## config.mk

```make
export PLATFORM = sky130hd
export DESIGN_NAME = trigger_capture
export DESIGN_NICKNAME = d
export VERILOG_FILES = /design/src/rtl/scope_pkg.sv /design/src/rtl/trigger_capture_trig_detect.sv /design/src/rtl/trigger_capture.sv
export SDC_FILE = /design/constraint.sdc
export NUM_CORES = 1
export LEC_CHECK = 0
export ABC_AREA = 1
export CORE_MARGIN = 2
export CORE_UTILIZATION = 55
export CTS_CLUSTER_DIAMETER = 40
export CTS_CLUSTER_SIZE = 14
export DETAILED_ROUTE_END_ITERATION = 8
export PLACE_DENSITY = 0.81
export RECOVER_POWER = 100
export SLEW_MARGIN = 20
export SYNTH_ARGS = -nofsm -noshare
export SYNTH_HDL_FRONTEND = slang
export SYNTH_SLANG_ARGS = --single-unit
```

## constraint.sdc

```tcl
create_clock -name clk -period 2.8 [get_ports clk]
set_clock_uncertainty 0.2 [all_clocks]
set_input_delay 0.56 -clock clk [delete_from_list [all_inputs] [get_ports clk]]
set_output_delay 0.56 -clock clk [all_outputs]
set_load 0.03 [all_outputs]
```

## src/rtl/scope_pkg.sv

```systemverilog
// Shared types and defaults for the scope acquisition controller.
package scope_pkg;

    localparam int DATA_W_DEF = 8;
    localparam int ADDR_W_DEF = 10;

    // Five capture states need three encoding bits.
    typedef enum logic [2:0] {
        ST_IDLE     = 3'd0,
        ST_PRETRIG  = 3'd1,
        ST_ARMED    = 3'd2,
        ST_POSTTRIG = 3'd3,
        ST_DONE     = 3'd4
    } cap_state_t;

    // Busy covers every state in which samples are being written.
    function automatic logic state_is_busy(cap_state_t s);
        return (s == ST_PRETRIG) || (s == ST_ARMED) || (s == ST_POSTTRIG);
    endfunction

endpackage

```

## src/rtl/trigger_capture_trig_detect.sv

```systemverilog
// Level/slope trigger detector: remembers the previous strobed sample and flags
// a one-cycle hit when the current strobed sample crosses the level.
module trig_detect #(
    parameter int DATA_W = 8
) (
    input  logic              clk,
    input  logic              reset_n,
    input  logic              i_clear,
    input  logic              i_en,
    input  logic              i_stb,
    input  logic [DATA_W-1:0] i_sample,
    input  logic [DATA_W-1:0] i_level,
    input  logic              i_slope,
    output logic              o_hit
);

    logic [DATA_W-1:0] r_prev;
    logic              r_prev_valid;
    logic              w_rise;
    logic              w_fall;

    // Track the previous strobed sample; a new capture forgets history.
    always_ff @(posedge clk or negedge reset_n) begin
        if (!reset_n) begin
            r_prev       <= '0;
            r_prev_valid <= 1'b0;
        end else if (i_clear) begin
            r_prev       <= '0;
            r_prev_valid <= 1'b0;
        end else if (i_en && i_stb) begin
            r_prev       <= i_sample;
            r_prev_valid <= 1'b1;
        end
    end

    // Combinational compare so the hit lines up with the sample being written.
    always_comb begin
        w_rise = (r_prev < i_level) && (i_sample >= i_level);
        w_fall = (r_prev > i_level) && (i_sample <= i_level);
        o_hit  = i_en && i_stb && r_prev_valid && (i_slope ? w_fall : w_rise);
    end

endmodule

```

## src/rtl/trigger_capture.sv

```systemverilog
// Scope acquisition controller: writes strobed ADC samples into a circular
// capture RAM, keeps pre_depth samples ahead of a level/slope trigger and
// flags done when the full pre+post record is in the buffer.
// Optional build macro AUTO_TRIG_EN adds an auto-trigger timeout while ARMED.
//
// state    | meaning
// ---------+-----------------------------------------------------------
// IDLE     | no capture, waiting for arm
// PRETRIG  | filling pre-trigger history, trigger not evaluated
// ARMED    | writing circularly, waiting for trigger
// POSTTRIG | writing post-trigger samples until the record is full
// DONE     | record complete, trig_addr and done held for readout
module trigger_capture
    import scope_pkg::*;
#(
    parameter int DATA_W = DATA_W_DEF,
    parameter int ADDR_W = ADDR_W_DEF
) (
    input  logic              clk,
    input  logic              reset_n,
    input  logic              sample_stb,
    input  logic [DATA_W-1:0] sample,
    input  logic              arm,
    input  logic              abort,
    input  logic [DATA_W-1:0] trig_level,
    input  logic              trig_slope,
    input  logic [ADDR_W-1:0] pre_depth,
    output logic              wr_en,
    output logic [ADDR_W-1:0] wr_addr,
    output logic [DATA_W-1:0] wr_data,
    output logic [ADDR_W-1:0] trig_addr,
    output logic              busy,
    output logic              done
`ifdef AUTO_TRIG_EN
    ,
    input  logic [15:0]       auto_timeout,
    output logic              auto_fired
`endif
);

    localparam int DEPTH = 2 ** ADDR_W;

    cap_state_t        r_state;
    cap_state_t        w_state_next;

    logic [ADDR_W-1:0] r_ptr;
    logic [ADDR_W-1:0] r_pre_cnt;
    logic [ADDR_W:0]   r_post_cnt;
    logic [DATA_W-1:0] r_level;
    logic              r_slope;
    logic [ADDR_W-1:0] r_pre_depth;
    logic              r_wr_en;
    logic [ADDR_W-1:0] r_wr_addr;
    logic [DATA_W-1:0] r_wr_data;
    logic [ADDR_W-1:0] r_trig_addr;

    logic              w_busy;
    logic              w_start;
    logic              w_write;
    logic              w_hit;
    logic              w_auto_hit;
    logic              w_trig;
    logic [ADDR_W:0]   w_post_target;

    trig_detect #(.DATA_W(DATA_W)) u_trig_detect (
        .clk      (clk),
        .reset_n  (reset_n),
        .i_clear  (w_start),
        .i_en     (w_busy),
        .i_stb    (sample_stb),
        .i_sample (sample),
        .i_level  (r_level),
        .i_slope  (r_slope),
        .o_hit    (w_hit)
    );

`ifdef AUTO_TRIG_EN
    logic [15:0] r_auto_cnt;
    logic        r_auto_fired;

    assign w_auto_hit = (r_state == ST_ARMED) && sample_stb && (auto_timeout != 16'd0)
                        && ((r_auto_cnt + 16'd1) == auto_timeout);
    assign auto_fired = r_auto_fired;

    // Count strobes spent in ARMED; remember whether the trigger was forced.
    always_ff @(posedge clk or negedge reset_n) begin
        if (!reset_n) begin
            r_auto_cnt   <= '0;
            r_auto_fired <= 1'b0;
        end else if (w_start || abort) begin
            r_auto_cnt   <= '0;
            r_auto_fired <= 1'b0;
        end else if ((r_state == ST_ARMED) && w_write) begin
            r_auto_cnt <= r_auto_cnt + 16'd1;
            if (w_trig && !w_hit) begin
                r_auto_fired <= 1'b1;
            end
        end
    end
`else
    assign w_auto_hit = 1'b0;
`endif

    // Control terms shared by the next-state logic and the datapath.
    always_comb begin
        w_busy        = state_is_busy(r_state);
        w_start       = arm && !abort && ((r_state == ST_IDLE) || (r_state == ST_DONE));
        w_write       = sample_stb && w_busy && !abort;
        w_trig        = (r_state == ST_ARMED) && w_write && (w_hit || w_auto_hit);
        w_post_target = (ADDR_W+1)'(DEPTH) - {1'b0, r_pre_depth};
    end

    // Next-state logic; abort overrides everything.
    always_comb begin
        w_state_next = r_state;
        if (abort) begin
            w_state_next = ST_IDLE;
        end else begin
            case (r_state)
                ST_IDLE, ST_DONE: begin
                    if (arm) begin
                        w_state_next = (pre_depth == '0) ? ST_ARMED : ST_PRETRIG;
                    end
                end
                ST_PRETRIG: begin
                    if (w_write && ((r_pre_cnt + ADDR_W'(1)) == r_pre_depth)) begin
                        w_state_next = ST_ARMED;
                    end
                end
                ST_ARMED: begin
                    // With pre_depth = DEPTH-1 the trigger sample fills the last slot.
                    if (w_trig) begin
                        w_state_next = (w_post_target == (ADDR_W+1)'(1)) ? ST_DONE : ST_POSTTRIG;
                    end
                end
                ST_POSTTRIG: begin
                    if (w_write && ((r_post_cnt + (ADDR_W+1)'(1)) == w_post_target)) begin
                        w_state_next = ST_DONE;
                    end
                end
                default: w_state_next = ST_IDLE;
            endcase
        end
    end

    // State register.
    always_ff @(posedge clk or negedge reset_n) begin
        if (!reset_n) begin
            r_state <= ST_IDLE;
        end else begin
            r_state <= w_state_next;
        end
    end

    // Write pipeline, pointer, counters and latched capture settings.
    always_ff @(posedge clk or negedge reset_n) begin
        if (!reset_n) begin
            r_ptr       <= '0;
            r_pre_cnt   <= '0;
            r_post_cnt  <= '0;
            r_level     <= '0;
            r_slope     <= 1'b0;
            r_pre_depth <= '0;
            r_wr_en     <= 1'b0;
            r_wr_addr   <= '0;
            r_wr_data   <= '0;
            r_trig_addr <= '0;
        end else begin
            r_wr_en <= w_write;
            if (w_write) begin
                r_wr_addr <= r_ptr;
                r_wr_data <= sample;
                r_ptr     <= r_ptr + ADDR_W'(1);
            end
            if (w_write && (r_state == ST_PRETRIG)) begin
                r_pre_cnt <= r_pre_cnt + ADDR_W'(1);
            end
            if (w_trig) begin
                r_trig_addr <= r_ptr;
                r_post_cnt  <= (ADDR_W+1)'(1);
            end else if (w_write && (r_state == ST_POSTTRIG)) begin
                r_post_cnt <= r_post_cnt + (ADDR_W+1)'(1);
            end
            if (w_start) begin
                r_ptr       <= '0;
                r_pre_cnt   <= '0;
                r_post_cnt  <= '0;
                r_level     <= trig_level;
                r_slope     <= trig_slope;
                r_pre_depth <= pre_depth;
            end
        end
    end

    assign wr_en     = r_wr_en;
    assign wr_addr   = r_wr_addr;
    assign wr_data   = r_wr_data;
    assign trig_addr = r_trig_addr;
    assign busy      = w_busy;
    assign done      = (r_state == ST_DONE);

endmodule

```

==> results_tabular.tex <==
\begin{tabular}{lr}
\hline
Metric & Value \\
\hline
\multicolumn{2}{l}{\textbf{GRT}} \\
\quad Pin count of the biggest net entering global routing & 59 \\
\quad Global-route wire length before repair & 21000 um \\
\quad Number of antenna violations at the first check in global routing & 0 \\
\quad Global routing usage summed across all routing layers & 25.7\% \\
\quad Vias in the first global route & 4678 \\
\quad Remaining global-route overflow & 0 \\
\multicolumn{2}{l}{\textbf{Logic synthesis}} \\
\quad Post-synthesis register bit count & 91 \\
\quad Average cell area after synthesis & 7.47 um2 \\
\quad Cells after synthesis & 688 \\
\quad Cell variety after synth & 38 \\
\quad Warning count from the yosys run & 0 \\
\quad Number of nets in the synthesized netlist & 741 \\
\quad Total standard cell area after synthesis & 0.00514 mm2 \\
\quad Post-synthesis sequential area ratio & 44.3\% \\
\multicolumn{2}{l}{\textbf{Setup path}} \\
\quad Worst setup EP type & output pin \\
\quad Crit. Startpoint & r\_state[0] \\
\quad Category of the most critical setup path & reg2out \\
\quad Critical Path Fanout Max & 4 \\
\quad Setup crit start kind & register \\
\quad Required time at the worst-slack endpoint & 2040 ps \\
\quad Data arrival time of the critical path & 1940 ps \\
\quad R2R Path Start & r\_pre\_depth[0] \\
\multicolumn{2}{l}{\textbf{Placement}} \\
\quad Number of cells after detailed placement & 856 \\
\quad GPL Wtd Cong & 0.834 \\
\quad Count of buffers inserted at the top-level ports & 62 \\
\quad Post-DP HPWL & 9160 um \\
\multicolumn{2}{l}{\textbf{Timing}} \\
\quad Period utilization & 96.6\% \\
\quad Min Clock Period, post-route & 2700 ps \\
\quad Final Hold Violating Endpoints & 0 \\
\quad Final setup vio count & 0 \\
\quad Count of pins over their slew limit & 0 \\
\quad Worst-case headroom to the max-slew limit & 41.8\% \\
\quad Least-Margin Pin Slew & 873 ps \\
\quad Worst hold margin & 294 ps \\
\quad Maximum frequency from static timing analysis & 0.370 GHz \\
\quad Setup repair after global routing missed its margin & no \\
\multicolumn{2}{l}{\textbf{Floorplanning}} \\
\quad Vertical extent of the die & 101 um \\
\quad Number of ports placed on the die boundary & 63 \\
\quad Chip width & 101 um \\
\quad Initial Util & 56.1\% \\
\quad Count of standard-cell rows & 35 \\
\quad Core area & 0.00915 mm2 \\
\quad Total Die Area & 0.0101 mm2 \\
\multicolumn{2}{l}{\textbf{Power}} \\
\quad Power density normalized to cell area & 924 mW/mm2 \\
\quad Leakage component of the power & 3.04 nW \\
\quad VDD IR-drop max & 579 uV \\
\multicolumn{2}{l}{\textbf{Route}} \\
\quad Via count of the routed design & 4736 \\
\quad Wire length per cell & 14.0 um \\
\quad Vias per Instance & 5.42 \\
\quad Number of DRC violations after detailed routing & 0 \\
\quad Routed WL & 12200 um \\
\quad Pre-Repair DR Iteration Count & 4 \\
\quad Remaining antenna violation count after routing & 0 \\
\quad Iter 0 DRT Violations & 251 \\
\multicolumn{2}{l}{\textbf{Hold path}} \\
\quad Hold Path Class & reg2reg \\
\quad Hold Path Origin & wr\_addr[3] \\
\multicolumn{2}{l}{\textbf{Layout}} \\
\quad Nets@finish & 810 \\
\quad Diodes inserted & 0 \\
\quad Post-route non-filler standard cell count & 873 \\
\quad Layout overhead on the synthesized area & 18.1\% \\
\quad Proportion of layout cells with a drive suffix above 1 & 5.77\% \\
\multicolumn{2}{l}{\textbf{Job}} \\
\quad Max-capacitance violation count & 0 \\
\multicolumn{2}{l}{\textbf{Clocking}} \\
\quad CTS Buf Count & 9 \\
\quad Clock-pin slew on the worst setup and hold paths & 100 ps \\
\quad Clock Sinks & 91 \\
\quad Buffer depth of the longest clock path & 2 \\
\quad Post-CTS Setup Bufs & 0 \\
\quad H-tree level count & 3 \\
\quad Clk Latency, worst-skew pair & 360 ps \\
\quad Clock tree from TritonCTS & done \\
\quad Clk root buf & clkbuf\_8 \\
\multicolumn{2}{l}{\textbf{Status}} \\
\quad Status & finished clean \\
\hline
\end{tabular}
[synthesized netlist by cell type, drive strengths merged]
library cell	count	area share (%)
inv	89	6.5
ha	21	5.1
o21ai	74	7.3
clkinv	2	0.17
a211oi	1	0.15
xnor2	3	0.51
nor3	12	1.7
o21a	1	0.15
nand3b	1	0.15
buf	4	0.39
nand4	10	1.2
nand3	58	6.1
nand2	216	16
and2	1	0.12
clkbuf	11	0.80
a21oi	18	1.8
nor4	3	0.49
a22o	1	0.17
nor2	54	4.5
xor2	4	0.68
o22ai	10	1.2
or2	2	0.24
a21o	1	0.15
dfrtp	91	44
[stage by stage]
step / cell area, um2 / worst slack (ps) / TNS, ps / util [%] / total power [mW]
finish: 6070 / 96.5 / 0 / 66.3 / 5.61
global route: 6070 / 34.0 / 0 / 66.3 / 6.10
CTS: 6130 / 91.8 / 0 / 67.0 / 5.71
detailed placement: 5920 / -3.30 / -8.19 / 64.7 / 4.79
global placement: 5920 / 54.0 / 0 / 64.7 / 4.68
floorplan: 5140 / 639 / 0 / - / 3.95
[power by group]
part / switching (mW) / internal (mW) / total [mW]
clock network: 0.544 / 0.354 / 0.898
logic: 1.65 / 0.966 / 2.62
registers: 0.359 / 1.73 / 2.09
[layout make-up]
| class | instances | area [um2] |
|---|---|---|
| clock buffers | 9 | 124 |
| clock inverters | 7 | 78.8 |
| fillers | 808 | 3080 |
| inverters | 91 | 342 |
| multi-input cells | 491 | 2420 |
| flip-flops and latches | 91 | 2280 |
| well taps | 111 | 139 |
| repair buffers | 73 | 686 |
[flip-flops by register name, summed over array words and instances (netlist names)]
register / cells
u_trig_detect.r_prev_valid: 1
trig_addr: 10
r_pre_depth: 10
r_slope: 1
r_pre_cnt: 10
wr_data: 8
r_level: 8
wr_addr: 10
wr_en: 1
u_trig_detect.r_prev: 8
r_state: 3
r_post_cnt: 11
r_ptr: 10
[layer usage]
| metal | vias up | global-route usage, % | routed length [um] |
|---|---|---|---|
| met2 | 117 | 44.2 | 5950 |
| li1 | 2366 | - | - |
| met4 | 0 | 7.69 | 222 |
| met3 | 21 | 5.13 | 587 |
| met1 | 2232 | 32.9 | 5480 |
| met5 | - | 0 | 0 |
[critical path: stages, from the launching register on]
cell and delay (ps):
dfrtp_1 450, nor2_4 190, inv_2 70, nor2_1 170, clkdlybuf4s50_1 700
[worst paths after layout]
path / endpoint / cells after the start / slack [ps]
setup / recovery: done / 4 / 100
hold / removal: wr_addr[3] / 2 / 290
setup reg to reg: r_state[2] / 13 / 260
hold reg to reg: wr_addr[3] / 2 / 290
max in group asynchronous: r_pre_cnt[0] / 3 / 390
min in group asynchronous: r_pre_depth[7] / 2 / 620
[what timing repair did]
action,in CTS,in global routing
endpoints found under the setup margin,0,1
gates resized for setup,0,1
hold endpoints to repair,33,0
hold buffers,1,0
[kinds of logic after synthesis]
logic type | Yosys count | share of synthesized area, %
DFF | 91 | 44.3
buffers and inverters | 106 | 7.87
and+or+nand+nor | 357 | 30.6
AOI/OAI and AO/OA | 106 | 10.9
adders and majority gates | 21 | 5.11
xor gates and xnor gates | 7 | 1.19
[layout by cell type, fill, tap and decap left out, types with 2 or more instances in the layout]
master / instances
nand2_1: 213
dfrtp_1: 90
inv_1: 88
o21ai_0: 72
nand3_1: 56
nor2_1: 48
dlygate4sd3_1: 31
clkdlybuf4s50_1: 31
ha_1: 21
a21oi_1: 18
nor3_1: 10
nand4_1: 10
o22ai_1: 10
clkbuf_8: 9
nor2_2: 4
xor2_1: 4
clkbuf_2: 4
buf_4: 4
xnor2_1: 3
nor2_4: 2
inv_2: 2
nor3_2: 2
nand3_2: 2
nand2_4: 2
nor4_1: 2
inv_6: 2
clkinv_8: 2
clkinv_4: 2
clkbuf_1: 2
No activity file was read; power rests on OpenSTA's default activity.
==> edit (config.mk and constraints unchanged) <==
Register the outputs `busy` and `done`, cleared by the reset; this adds one clock of latency there. The other outputs are not delayed to match.
--- a/src/rtl/trigger_capture.sv
+++ b/src/rtl/trigger_capture.sv
@@ -196,8 +196,15 @@
     assign wr_addr   = r_wr_addr;
     assign wr_data   = r_wr_data;
     assign trig_addr = r_trig_addr;
-    assign busy      = w_busy;
-    assign done      = (r_state == ST_DONE);
+    always_ff @(posedge clk or negedge reset_n) begin
+        if (!reset_n) begin
+            busy <= '0;
+            done <= '0;
+        end else begin
+            busy <= w_busy;
+            done <= (r_state == ST_DONE);
+        end
+    end
 
 endmodule
 
Formal check against the unedited RTL: not equivalent (a bounded check fails within 4 cycles, from zero or initial values and one cycle with reset_n low).
==> edit against the unedited design <==
- first-iteration DRC count shrank 2.4%
- worst hold slack lost 0.0017 ns
- largest power group unchanged
- worst setup slack gained 0.012 ns
- routed wire length grew 1.2%
- area after synthesis grew 0.46%
- sequential cell count grew 2
- critical path type is now input pin to flip-flop
- total power grew 1.5%
- final area grew 0.41%
==> edit: results (changes against the unedited design) <==
Critical path
  • CP startpoint: sample[7]
  • Critical Path AT: 2.74 ns (+0.80 ns)
  • CP peak stage delay: 0.43 ns (-0.27 ns)
  • FF-to-FF Start: r_state[0]
  • Crit path capture: trig_addr[0]
  • R2r setup slk: 0.29 ns (+0.03 ns)
  • R2r endpoint: r_slope
  • CP top delay family: simple AND/OR/NAND/NOR gates

Drt
  • Drt pass-1 iters: 5 (+1)
  • Met1 Wirelength: 5330 um (-2.6%)
  • DR vias: 4730 (-0.13%)
  • WL met3: 713 um (+21%)

Power
  • Peak supply drop: 0.000713 V (+23%)
  • Clock power share: 0.165 (+0.005)

Global route
  • Met1 Usage GRT: 0.334 (+0.00497)
  • Largest net degree at the start of global routing: 55 (-6.8%)
  • Grt met3 use: 0.0617 (+0.0104)
  • Vias in the first global route: 4623 (-1.2%)
  • First-pass GRT wire length: 21100 um (+0.40%)
  • Met2 Track Usage GR: 0.437 (-0.00462)
  • GRT Overall Usage: 0.261 (+0.00339)

Finish
  • Final nets: 790 (-2.5%)
  • Share of layout cells above drive strength 1: 0.0660 (+0.00829)

Synthesis
  • Sequential area share after synthesis: 0.451 (+0.00766)
  • Syn nets: 720 (-2.8%)

Outcome
  • Status: complete, no violations

STA
  • Hold slack: 0.292 ns (-0.00169 ns)
  • Slew HR: 0.349 (-0.0692)

Worst hold path
  • Hold EP: trig_addr[5]
  • Min-delay src: trig_addr[5]

Place
  • Detailed placement HPWL: 9270 um (+1.1%)
  • RD Place Congestion: 0.913 (+9.4%)

CTS
  • Clock latency on the worst-skew pair: 0.38 ns (+0.02 ns)
[edit: through the flow]
| step | total power, mW | setup WS [ns] | instances |
|---|---|---|---|
| finish | 5.69 | 0.108 | 853 |
| detailed placement | 4.84 | -0.106 | 836 |
| global route | 6.18 | 0.0324 | 853 |
| CTS | 5.80 | 0.211 | 853 |
| global placement | 4.72 | 0.0437 | 836 |
| floorplan | 4.00 | 0.580 | 667 |
[edit: area by class of cell]
type / count / area, um^2
clock inverters: 7 / 83.8
clock buffers: 9 / 124
fillers: 765 / 3060
multi-input cells: 473 / 2400
flip-flops and latches: 93 / 2330
repair buffers: 74 / 696
well taps: 111 / 139
inverters: 86 / 323
[edit: cells by family after synthesis]
logic type,after synthesis,share of synthesized area
simple gates,327,0.283
compound gates,111,0.116
buf+inv,101,0.0754
flops,93,0.451
fa+ha+maj,21,0.0509
xor+xnor,14,0.0238
[edit: timing repair]
item / in CTS / in global routing
hold buffers: 1 / 0
endpoints found under the hold margin: 39 / 0
setup endpoints to repair: 0 / 2
resized for setup: 0 / 2
